## src/rtl/uart_tx_os.sv

```systemverilog
// UART transmitter running on the oversampled receive clock (Prescale ticks per bit).
// A parallel word is accepted on a one-cycle Data_Valid strobe. It is sent as one frame:
// a start bit, DATA_WIDTH data bits LSB first, an optional parity bit and one stop bit.
// A strobe that arrives in the last stop cycle starts the next frame with no idle gap.
//
// Ports:
//   clk_RX     oversampled clock, rising edge
//   rst        asynchronous active-low reset
//   P_DATA     parallel word to send
//   Data_Valid one-cycle strobe qualifying P_DATA and the config inputs
//   PAR_EN     1 = append a parity bit
//   PAR_TYP    0 = even parity, 1 = odd parity
//   Prescale   clk_RX cycles per bit; values below 4 are treated as 4
//   TX_OUT     registered serial line, idles high
//   busy       registered, high from frame start to the end of the stop bit
module uart_tx_os #(
    parameter int unsigned DATA_WIDTH  = 8,
    parameter int unsigned PRESC_WIDTH = 6
) (
    input  logic                   clk_RX,
    input  logic                   rst,
    input  logic [DATA_WIDTH-1:0]  P_DATA,
    input  logic                   Data_Valid,
    input  logic                   PAR_EN,
    input  logic                   PAR_TYP,
    input  logic [PRESC_WIDTH-1:0] Prescale,
    output logic                   TX_OUT,
    output logic                   busy
);

    localparam int unsigned CntW = (DATA_WIDTH > 1) ? $clog2(DATA_WIDTH) : 1;
    localparam logic [CntW-1:0] LastBit = CntW'(DATA_WIDTH - 1);
    localparam logic [PRESC_WIDTH-1:0] MinPresc = PRESC_WIDTH'(4);

    typedef enum logic [2:0] {
        StIdle,
        StStart,
        StData,
        StParity,
        StStop
    } state_e;

    state_e                 state;
    logic [DATA_WIDTH-1:0]  data_sh;
    logic [CntW-1:0]        bit_cnt;
    logic [PRESC_WIDTH-1:0] presc_cnt;
    logic [PRESC_WIDTH-1:0] presc_lat;
    logic                   par_en_lat;
    logic                   par_bit;
    logic                   tx_q;
    logic                   busy_q;

    logic                   boundary;
    logic                   accept;
    logic [PRESC_WIDTH-1:0] presc_clamped;

    always_comb begin
        boundary      = (presc_cnt == presc_lat - 1'b1);
        // Idle, or the final cycle of the stop bit for back-to-back frames.
        accept        = Data_Valid &&
                        ((state == StIdle) || ((state == StStop) && boundary));
        presc_clamped = (Prescale < MinPresc) ? MinPresc : Prescale;
    end

    always_ff @(posedge clk_RX or negedge rst) begin
        if (!rst) begin
            state      <= StIdle;
            data_sh    <= '0;
            bit_cnt    <= '0;
            presc_cnt  <= '0;
            presc_lat  <= '0;
            par_en_lat <= 1'b0;
            par_bit    <= 1'b0;
            tx_q       <= 1'b1;
            busy_q     <= 1'b0;
        end else if (accept) begin
            state      <= StStart;
            data_sh    <= P_DATA;
            bit_cnt    <= '0;
            presc_cnt  <= '0;
            presc_lat  <= presc_clamped;
            par_en_lat <= PAR_EN;
            // Computed once from the word being latched, so it always matches the frame.
            par_bit    <= (^P_DATA) ^ PAR_TYP;
            tx_q       <= 1'b0;
            busy_q     <= 1'b1;
        end else begin
            case (state)
                StIdle: begin
                    tx_q   <= 1'b1;
                    busy_q <= 1'b0;
                end
                StStart: begin
                    if (boundary) begin
                        presc_cnt <= '0;
                        state     <= StData;
                        tx_q      <= data_sh[0];
                    end else begin
                        presc_cnt <= presc_cnt + 1'b1;
                    end
                end
                StData: begin
                    if (boundary) begin
                        presc_cnt <= '0;
                        if (bit_cnt == LastBit) begin
                            if (par_en_lat) begin
                                state <= StParity;
                                tx_q  <= par_bit;
                            end else begin
                                state <= StStop;
                                tx_q  <= 1'b1;
                            end
                        end else begin
                            bit_cnt <= bit_cnt + 1'b1;
                            // The next bit sits at index 1 before this shift.
                            tx_q    <= data_sh[1];
                            data_sh <= data_sh >> 1;
                        end
                    end else begin
                        presc_cnt <= presc_cnt + 1'b1;
                    end
                end
                StParity: begin
                    if (boundary) begin
                        presc_cnt <= '0;
                        state     <= StStop;
                        tx_q      <= 1'b1;
                    end else begin
                        presc_cnt <= presc_cnt + 1'b1;
                    end
                end
                StStop: begin
                    if (boundary) begin
                        presc_cnt <= '0;
                        state     <= StIdle;
                        tx_q      <= 1'b1;
                        busy_q    <= 1'b0;
                    end else begin
                        presc_cnt <= presc_cnt + 1'b1;
                    end
                end
                default: begin
                    state     <= StIdle;
                    presc_cnt <= '0;
                    bit_cnt   <= '0;
                    tx_q      <= 1'b1;
                    busy_q    <= 1'b0;
                end
            endcase
        end
    end

    assign TX_OUT = tx_q;
    assign busy   = busy_q;

endmodule

```

## config.mk

```make
export PLATFORM = sky130hd
export DESIGN_NAME = uart_tx_os
export DESIGN_NICKNAME = d
export VERILOG_FILES = /design/src/rtl/uart_tx_os.sv
export SDC_FILE = /design/constraint.sdc
export NUM_CORES = 1
export LEC_CHECK = 0
export ABC_CLOCK_PERIOD_IN_PS = 3350
export CAP_MARGIN = 20
export CORE_ASPECT_RATIO = 1.75
export CORE_MARGIN = 8
export CORE_UTILIZATION = 30
export DETAILED_ROUTE_END_ITERATION = 8
export PLACE_DENSITY_LB_ADDON = 0.05
export SLEW_MARGIN = 20
export SYNTH_ARGS = -nofsm -noshare
export SYNTH_HDL_FRONTEND = slang
export SYNTH_SLANG_ARGS = --single-unit
```

## constraint.sdc

```tcl
create_clock -name clk_RX -period 3.35 [get_ports clk_RX]
set_clock_uncertainty 0.05 [all_clocks]
set_input_delay 0.5025 -clock clk_RX [delete_from_list [all_inputs] [get_ports clk_RX]]
set_output_delay 0.5025 -clock clk_RX [all_outputs]
set_load 0.05 [all_outputs]
```

==> results of run 1 <==
## cell type report
cell class	instances	area, sq um	area share (%)
Tap cell	78	97.6	4.47
Clock inverter	1	5.00	0.229
Sequential cell	30	752	34.4
Inverter	8	30.0	1.37
Timing Repair Buffer	22	215	9.85
Multi-Input combinational cell	144	998	45.7
Clock buffer	7	86.3	3.95
## flip-flops by register name (all words and copies together) (netlist names)
signal,flops
data_sh,8
par_en_lat,1
state,3
bit_cnt,3
TX_OUT,1
presc_cnt,6
presc_lat,6
busy,1
par_bit,1
## layer usage
layer  vias up  GRT usage, %  share of wire, %
met3         6          2.61               4.1
met4         0          4.81               1.8
met2        23          20.1                58
met1       688          10.1                36
li1        701             -                 -
met5         -             0                 0
## worst paths after layout
path / start / end / depth (start not counted)
setup / recovery: presc_lat[0]$_DFFE_PN0P_ / par_en_lat$_DFFE_PN0P_ / 8
hold / removal: par_bit$_DFFE_PN0P_ / par_bit$_DFFE_PN0P_ / 1
setup reg to reg: presc_lat[0]$_DFFE_PN0P_ / par_en_lat$_DFFE_PN0P_ / 8
hold reg to reg: par_bit$_DFFE_PN0P_ / par_bit$_DFFE_PN0P_ / 1
max in group asynchronous: rst / TX_OUT$_DFFE_PN1P_ / 2
min in group asynchronous: rst / presc_cnt[4]$_DFFE_PN0P_ / 2
## layout by cell type, fill, tap and decap left out, drive strengths merged, types with 2 or more instances in the layout
cell	instances
nand2	29
dfrtp	29
clkdlybuf4s50	20
nor2	16
mux2	15
xnor2	10
xor2	9
inv	8
clkbuf	7
nand3	6
o21ai	5
a21oi	5
nor3	4
mux2i	4
nand2b	4
ha	4
nor2b	3
and4	3
or3	2
a31oi	2
or4	2
o21a	2
o311ai	2
o31ai	2
buf	2
## cell families (layout without fill, tap and decap cells)
logic type                 Yosys count  count (layout)
xor gates and xnor gates            19              19
DFF                                 30              30
muxes                               19              19
adders and majority gates            4               4
and+or+nand+nor                     74              74
buffers and inverters               15              38
AOI/OAI and AO/OA                   28              28
## through the flow
stage               area [sq um]  std cells  setup slack, ns  utilization [%]
CTS                         2180        290            0.598             37.2
global placement            2090        282            0.684             35.6
detailed placement          2090        282            0.620             35.6
finish                      2180        290            0.612             37.2
global route                2180        290            0.384             37.2
floorplan                   1820        189            0.841                -
## where the power goes
group          internal, uW  switching [uW]  total, uW
combinational           343             402        745
sequential              522             164        686
clock                   166             138        303
==> metrics.md, run 1 <==
| Metric | Value |
|---|---|
| Status | `finished clean` |
| Top cell type's share of synthesized area | `around 40%` |
| Number of routed nets with antenna violations | `0` |
| Worst-path clk slew | `~0.060 ns` |
| Yosys top cell by area | `dfrtp_1` |
| VDD IR max | `approximately 360 uV` |
| Peak Freq | `between 0.3 and 0.4 GHz` |
| Worst EP required | `3.47 ns` |
| Leak | `0.000940 uW` |
| # setup viols final | `0` |
| Setup Buffers After CTS | `0` |
| Clock buffer depth | `2` |
| Area share of xor/xnor cells in the synthesized design | `9.17%` |
| Gr ovfl total | `0` |
| GPL Wtd Cong | `around 0.77` |
| Syn Area/Cell | `between 9 and 10 sq um` |
| Number of gates resized after cts | `0` |
| Initial Util | `a little under a third` |
| EDFF count, synth | `0` |
| # diodes | `0` |
| Fin. max-slew vios | `0` |
| WHS | `0.459 ns` |
| CP max stage cell | `dfrtp_1` |
| FF+latch count, synth | `30` |
| Synthesized area | `1820 sq um` |
| Register area share after synthesis | `41.4%` |
| Main combinational cell family by area after synthesis | `simple AND/OR/NAND/NOR gates` |
| Fillers | `633` |
| Final Power | `1730 uW` |
| Drt initial violations | `55` |
| Die X | `74.8 um` |
| DR vias/cell | `4.89` |
| CTS Hold Bufs | `0` |
| Synth-to-Final Area Change | `20.3%` |
| Mux contribution to synthesized area | `11.5%` |
| Die span in y | `119 um` |
| CP Cell Sequence | `inv_1, ha_1, nor2b_1, or3_1, a31o_1, o21ai_4, nand2_1, mux2_2` |
| Total number of vias | `~1400` |
| WL final | `4.47 mm` |
| Synth Area in Compound Gates | `12.3%` |
| Unique masters post-synth | `43` |
| Worst Path Buf+Inv | `1` |
| CTS tree | `done` |
| Cell family with most CP delay | `simple AND/OR/NAND/NOR gates` |
| Fin Setup TNS | `0 ns` |
| Post-synth top flop | `dfrtp_1` |
| TritonCTS Sinks | `30` |
| Synth async-reset ratio | `100%` |
| Vias in the first global route | `around 1500` |
| Worst Setup End Kind | `flip-flop` |
| First-pass GRT wire length | `7.16 mm` |
| GRT Overall Usage | `between 10% and 20%` |
| Tcrit/Tclk final | `about 82%` |
| Core area | `5880 sq um` |
| H-tree levels | `2` |
| First drt pass iteration count | `4` |
| Synth Instances | `189` |
| Area share of fa/ha/maj cells after synthesis | `under 10%` |
| Worst slew margin | `56.5%` |
| Worst Hold Class | `reg2reg` |
| Row count | `37` |
| Maximum net fanout on the critical path | `11` |
| Syn nets | `about 210` |
| RSZ-0062 raised after global routing | `false` |
| Synth area leaders | `dfrtp_1, mux2_2, nand2_1, xnor2_1, xor2_1` |
| Startpoint Class | `flip-flop` |
| WL/cell | `roughly 15 um` |
| Largest net degree at the start of global routing | `31` |
| Drc violations | `0` |
| Die area | `8900 sq um` |
| Maxcap violations | `0` |
| # port buffers | `20` |
| WP data arrival | `2.85 ns` |
| YS warnings | `0` |
| Slew @ Worst Pin | `0.650 ns` |
| PD cells | `between 700 and 800 nW/um^2` |
| Clock tree root driver cell | `clkbuf_8` |
| Post-synthesis simple-gate area fraction | `roughly a fifth` |
| Final Hold Viols | `0` |
| Crit path time final | `2.74 ns` |
| Top cells by count, synth | `dfrtp_1, nand2_1, nor2_1, mux2_2, xnor2_1` |
| Num ports | `21` |
| Share of layout cells above drive strength 1 | `13.7%` |
| CP peak stage delay | `~0.40 ns` |
| Skew-Pair Late Insertion Delay | `0.28 ns` |
| Post-layout nets | `234` |
| Initial antenna violation count | `0` |
| Hpwl dp | `3.51 mm` |
| R2r setup slk | `0.61 ns` |
| Num CTS Buffers | `5` |
| Worst Setup Path Type | `reg2reg` |
Note: power is estimated with default switching activity, not from simulation.
==> run 2: changes to the inputs <==
--- a/config.mk
+++ b/config.mk
@@ -5,7 +5,7 @@
 export SDC_FILE = /design/constraint.sdc
 export NUM_CORES = 1
 export LEC_CHECK = 0
-export ABC_CLOCK_PERIOD_IN_PS = 3350
+export ABC_CLOCK_PERIOD_IN_PS = 2500
 export CAP_MARGIN = 20
 export CORE_ASPECT_RATIO = 1.75
 export CORE_MARGIN = 8
==> constraint.sdc (replaced) <==
create_clock -name clk_RX -period 2.5 [get_ports clk_RX]
set_clock_uncertainty 0.05 [all_clocks]
set_input_delay 0.375 -clock clk_RX [delete_from_list [all_inputs] [get_ports clk_RX]]
set_output_delay 0.375 -clock clk_RX [all_outputs]
set_load 0.05 [all_outputs]
==> run 2 against run 1 <==
Maximum frequency is 13% higher. Via count is 4.2% higher. Combinational power is 57% higher. Total power is 47% higher. Non-clock buffer count is 14 higher. Worst setup slack worse by 0.53 ns. Count of clock-buffer cells in the layout is 2 lower. First-iteration DRC count is 11% higher. Worst hold slack worse by 0.024 ns. Largest cell class unchanged. Routed wire length is 3.1% higher.
==> metrics.md, run 2 (synthesis results as in run 1) <==
| Metric | Value |
|---|---|
| Synth-to-Final Area Change | `28.5%` |
| Post-DP Area | `2180 sq um` |
| WP data arrival | `2.53 ns` |
| Post-Place Worst Slack | `0.00776 ns` |
| Gr ovfl total | `0` |
| Cell family with most CP delay | `compound AO/OA/AOI/OAI gates` |
| Peak Freq | `approximately 0.41 GHz` |
| Sequential Power Share | `35.1%` |
| Die span in y | `~120 um` |
| Non-Filler Instances | `about 300` |
| R2r setup slk | `0.08 ns` |
| DR vias/cell | `just under 5` |
| Die area | `8900 sq um` |
| GRT Overall Usage | `11.0%` |
| Final Hold Viols | `0` |
| CP max stage cell | `dfrtp_1` |
| Num ports | `21` |
| Number of routed nets with antenna violations | `0` |
| Sw Share | `38.5%` |
| Clock share of power | `19.1%` |
| Drt initial violations | `61` |
| Clock tree root driver cell | `clkbuf_8` |
| Fillers | `631` |
| First-pass GRT wire length | `~7.5 mm` |
| Stages on the worst setup path | `9` |
| Post-layout nets | `roughly 250` |
| Worst Setup Path Type | `reg2reg` |
| Reg-to-Reg Start | `presc_lat[1]$_DFFE_PN0P_` |
| Top reg by flops | `data_sh` |
| CP peak stage delay | `about 0.37 ns` |
| Clock buffer depth | `2` |
| WL final | `4.61 mm` |
| Maxcap violations | `0` |
| H-tree levels | `2` |
| Maximum net fanout on the critical path | `8` |
| Most frequent cells in the layout | `nand2_1, dfrtp_1, clkdlybuf4s50_1, nor2_1, buf_4` |
| PD cells | `between 1000 and 1500 nW/um^2` |
| WL/cell | `15.2 um` |
| Slew @ Worst Pin | `between 0.4 and 0.5 ns` |
| Crit path time final | `2.42 ns` |
| CP startpoint | `presc_lat[1]$_DFFE_PN0P_` |
| CP Cell Sequence | `inv_1, ha_2, nor2b_1, or3_1, a31o_1, a211o_1, a21oi_4, buf_12, mux2_2` |
| Core area | `a little under 6000 sq um` |
| Num CTS Buffers | `5` |
| Internal | `1570 uW` |
| Largest net degree at the start of global routing | `31` |
| Comb power frac | `45.8%` |
| Worst Setup End Kind | `flip-flop` |
| Worst slew margin | `66.9%` |
| PnR worst setup slack | `0.0850 ns` |
| Fin. max-slew vios | `0` |
| Worst Path Buf+Inv | `2` |
| Worst R2R Path Depth | `9` |
| Placed cell count | `slightly below 300` |
| Final Cell Area | `2330 sq um` |
| Drc violations | `0` |
| FF-to-FF End | `data_sh[5]$_DFFE_PN0P_` |
| # diodes | `0` |
| Initial Util | `30.9%` |
| Max FFs per register | `8` |
| Global routing usage on met3 | `under 10%` |
| Share of layout cells above drive strength 1 | `19.9%` |
| GPL Wtd Cong | `0.758` |
| Worst EP required | `about 2.6 ns` |
| Status | `finished clean` |
| Top flop regs | `data_sh: 8 flops, presc_cnt: 6 flops, presc_lat: 6 flops` |
| Crit path to | `data_sh[5]$_DFFE_PN0P_` |
| Die X | `around 75 um` |
| Grt met2 use | `between 20% and 30%` |
| Initial antenna violation count | `0` |
| CTS tree | `done` |
| Startpoint Class | `flip-flop` |
| WHS | `0.435 ns` |
| Row count | `37` |
| Worst Hold Class | `in2async` |
| Total number of vias | `between 1000 and 1500` |
| VDD IR max | `~450 uV` |
| Fin util | `39.7%` |
| Vias in the first global route | `1584` |
| Hpwl dp | `about 3.6 mm` |
| # port buffers | `20` |
| Met1 Resource Use GR | `a little over a tenth` |
| Leak | `0.00103 uW` |
| Sw power | `981 uW` |
| First drt pass iteration count | `4` |
| TritonCTS Sinks | `30` |
| # setup viols final | `0` |
| Skew-Pair Late Insertion Delay | `0.28 ns` |
| Worst-path clk slew | `around 0.07 ns` |
| GR peak layer | `met2` |
| Tcrit/Tclk final | `96.6%` |
-- run 2: worst register-to-register path: stages, from the launching register on --
cell and delay [ns]:
dfrtp_1 0.37, inv_1 0.07, ha_2 0.19, nor2b_1 0.13, or3_1 0.35, a31o_1 0.23
a211o_1 0.28, a21oi_4 0.19, buf_12 0.14, mux2_2 0.32
-- run 2: what timing repair did --
action / in CTS / in global routing
setup endpoints to repair: 1 / 7
pin swaps: 0 / 2
resized for setup: 0 / 4
setup buffers: 0 / 3
hold buffers: 0 / 0
-- run 2: through the flow --
stage           TNS, ns  total power, uW
2_1_floorplan         0             1680
3_3_place_gp          0             2010
3_5_place_dp          0             2030
4_1_cts        -0.00404             2540
5_1_grt        -0.00137             2740
6_report              0             2550
-- run 2: power by group through the flow --
stage | sequential [uW] | clock (uW) | combinational [uW]
4_1_cts | 895 | 509 | 1130
3_5_place_dp | 905 | 0 | 1130
2_1_floorplan | 891 | 0 | 792
6_report | 894 | 485 | 1170
5_1_grt | 928 | 525 | 1280
3_3_place_gp | 900 | 0 | 1110
-- run 2: how the worst min path moves through the flow --
stage | start | endpoint | slack [ns] | depth (start not counted)
2_1_floorplan | rst | bit_cnt[0]$_DFFE_PN0P_ | 0.03 | 0
4_1_cts | rst | presc_lat[0]$_DFFE_PN0P_ | 0.44 | 2
6_report | rst | presc_lat[0]$_DFFE_PN0P_ | 0.44 | 2
5_1_grt | rst | state[0]$_DFFE_PN0P_ | 0.46 | 2
3_5_place_dp | data_sh[6]$_DFFE_PN0P_ | data_sh[6]$_DFFE_PN0P_ | 0.45 | 1
3_3_place_gp | data_sh[6]$_DFFE_PN0P_ | data_sh[6]$_DFFE_PN0P_ | 0.44 | 1
-- run 2: layout make-up --
class	instances	area, sq um	share of cell area, %
multi-input combinational	144	1010	43.4
sequential	30	752	32.2
timing repair buffer	36	333	14.3
tap	78	97.6	4.18
clock buffer	5	68.8	2.95
clock inverter	3	40.0	1.72
inverter	8	30.0	1.29
-- run 2: routing by layer --
metal	vias up	share of wire (%)
met3	7	3.9
met5	-	0
met1	715	38
li1	727	-
met4	0	1.7
met2	29	57
==> run 3: changes to the inputs <==
--- a/config.mk
+++ b/config.mk
@@ -9,7 +9,7 @@
 export CAP_MARGIN = 20
 export CORE_ASPECT_RATIO = 1.75
 export CORE_MARGIN = 8
-export CORE_UTILIZATION = 30
+export CORE_UTILIZATION = 50
 export DETAILED_ROUTE_END_ITERATION = 8
 export PLACE_DENSITY_LB_ADDON = 0.05
 export SLEW_MARGIN = 20
==> run 3 against run 2 <==
Sequential power is 1% higher. Final area is 2.7% lower. First-iteration DRC count is 59% lower. Critical path depth is 1 lower. Worst setup slack worse by 0.033 ns. Count of clock-buffer cells in the layout stayed put. Global-route usage is 5.4 points higher. Clock power is 1% lower. Worst hold slack worse by 0.011 ns. Cell count is 11% lower. Via count is 1.6% higher. Critical path type unchanged. Critical endpoint is now data_sh[6]$_DFFE_PN0P_.
==> metrics.md, run 3 (synthesis results as in run 1) <==
| Metric | Value |
|---|---|
| Status | `finished clean` |
| Share of layout cells above drive strength 1 | `20.5%` |
| Drt initial violations | `25` |
| Gr ovfl total | `0` |
| Maximum net fanout on the critical path | `8` |
| Sequential Power Share | `35.9%` |
| CP peak stage delay | `0.40 ns` |
| Initial Util | `51.1%` |
| Leak | `0.00101 uW` |
| Top flop regs | `data_sh: 8 flops, presc_cnt: 6 flops, presc_lat: 6 flops` |
| Fin Setup TNS | `0 ns` |
| Non-Filler Instances | `270` |
| Total number of vias | `1502` |
| Hpwl dp | `3.34 mm` |
| Worst EP required | `2.62 ns` |
| Num CTS Buffers | `5` |
| Clock tree root driver cell | `clkbuf_8` |
| Cell family with most CP delay | `compound AO/OA/AOI/OAI gates` |
| Placed cell count | `approximately 260` |
| Internal | `1550 uW` |
| Peak Freq | `0.408 GHz` |
| GPL Wtd Cong | `0.866` |
| Commonest non-fill, non-tap cell in the layout | `dfrtp_1` |
| Die X | `61.6 um` |
| Core area | `between 3000 and 4000 sq um` |
| Maxcap violations | `0` |
| Worst Path Buf+Inv | `1` |
| VDD IR max | `713 uV` |
| Post-layout nets | `246` |
| Drc violations | `0` |
| Worst-path clk slew | `0.07 ns` |
| TritonCTS Sinks | `30` |
| Top reg by flops | `data_sh` |
| # port buffers | `20` |
| Tcrit/Tclk final | `between 90 and 100%` |
| Final Hold Viols | `0` |
| GRT Overall Usage | `16.5%` |
| Worst Setup Path Type | `reg2reg` |
| Sw power | `973 uW` |
| CP max stage cell | `dfrtp_1` |
| Die area | `5890 sq um` |
| Die span in y | `about 96 um` |
| First-pass GRT wire length | `7.31 mm` |
| Number of routed nets with antenna violations | `0` |
| Worst Hold Class | `in2async` |
| Global routing usage on met3 | `3.08%` |
| Comb power frac | `45.1%` |
| Synth-to-Final Area Change | `25.1%` |
| # setup viols final | `0` |
| Most frequent cells in the layout | `dfrtp_1, nand2_1, clkdlybuf4s50_1, nor2_1` |
| Max FFs per register | `8` |
| Crit path time final | `2.45 ns` |
| WL/cell | `around 16 um` |
| CP Cell Sequence | `inv_1, ha_2, nor2b_1, or3_1, a31o_1, a211o_1, a21oi_4, mux2_2` |
| # diodes | `0` |
| Num ports | `21` |
| Slew @ Worst Pin | `between 0.4 and 0.5 ns` |
| WL final | `approximately 4.3 mm` |
| GR peak layer | `met2` |
| Sw Share | `38.5%` |
| CTS Hold Bufs | `0` |
| Clock buffer depth | `2` |
| Skew-Pair Late Insertion Delay | `0.28 ns` |
| PD cells | `roughly 1100 nW/um^2` |
| Fin. max-slew vios | `0` |
| Initial antenna violation count | `0` |
| Vias in the first global route | `about 1600` |
| First drt pass iteration count | `4` |
| WP data arrival | `2.56 ns` |
| RSZ-0062 raised after global routing | `true` |
| Startpoint Class | `flip-flop` |
| CTS tree | `done` |
| Met1 Resource Use GR | `15.9%` |
| Final Power | `2530 uW` |
| Worst slew margin | `approximately two thirds` |
| Grt met2 use | `31.5%` |
| Largest net degree at the start of global routing | `31` |
| Row count | `29` |
| DR vias/cell | `5.56` |
| Worst Setup End Kind | `flip-flop` |
| Clock share of power | `19.0%` |
| H-tree levels | `2` |
-- run 3: cell types whose count changed in the layout (fill, tap and decap cells not counted), moves of 2 or more --
cell    previous run  this run
mux2_2            12        14
nor3_1             4         2
nor3_2             0         2
mux2_4             3         1
-- run 3: area by class of cell --
class / instances / area [sq um]
Multi-Input combinational cell: 144 / 1020
Clock inverter: 3 / 40.0
Inverter: 8 / 30.0
Clock buffer: 5 / 68.8
Sequential cell: 30 / 752
Timing Repair Buffer: 34 / 305
Fill cell: 326 / 1280
Tap cell: 46 / 57.6
-- run 3: through the flow --
step | setup slack [ns] | area [sq um] | hold slack [ns] | util [%]
final | 0.0518 | 2270 | 0.425 | 63.9
after floorplan | 0.0153 | 1820 | 0.0294 | -
after global routing | -0.0525 | 2270 | 0.473 | 63.9
after global placement | 0.0785 | 2120 | 0.437 | 59.6
after CTS | 0.00721 | 2230 | 0.443 | 62.7
after detailed placement | 0.0254 | 2120 | 0.446 | 59.6
-- run 3: layer usage --
metal | up-vias | share of wire [%]
met5 | - | 0
met2 | 25 | 58
met3 | 8 | 2.8
li1 | 725 | -
met4 | 0 | 2.2
met1 | 744 | 37
-- run 3: power groups by stage --
stage	combinational, uW	sequential [uW]	clock, uW
after global routing	1270	939	508
after floorplan	792	891	0
after global placement	1060	902	0
after CTS	1100	904	492
after detailed placement	1100	915	0
final	1140	906	480
-- run 3: timing repair --
item,CTS,global route
gates resized for setup,0,5
endpoints found under the hold margin,0,0
setup buffers,0,3
endpoints found under the setup margin,0,17
-- run 3: final timing paths --
path	startpoint	endpoint	slack, ns	cells after the start
setup / recovery	presc_lat[1]$_DFFE_PN0P_	data_sh[6]$_DFFE_PN0P_	0.05	8
hold / removal	rst	presc_cnt[2]$_DFFE_PN0P_	0.42	2
setup reg to reg	presc_lat[1]$_DFFE_PN0P_	data_sh[6]$_DFFE_PN0P_	0.05	8
hold reg to reg	data_sh[5]$_DFFE_PN0P_	data_sh[5]$_DFFE_PN0P_	0.46	1
max in group asynchronous	rst	TX_OUT$_DFFE_PN1P_	1.65	2
min in group clk_RX	data_sh[5]$_DFFE_PN0P_	data_sh[5]$_DFFE_PN0P_	0.46	1
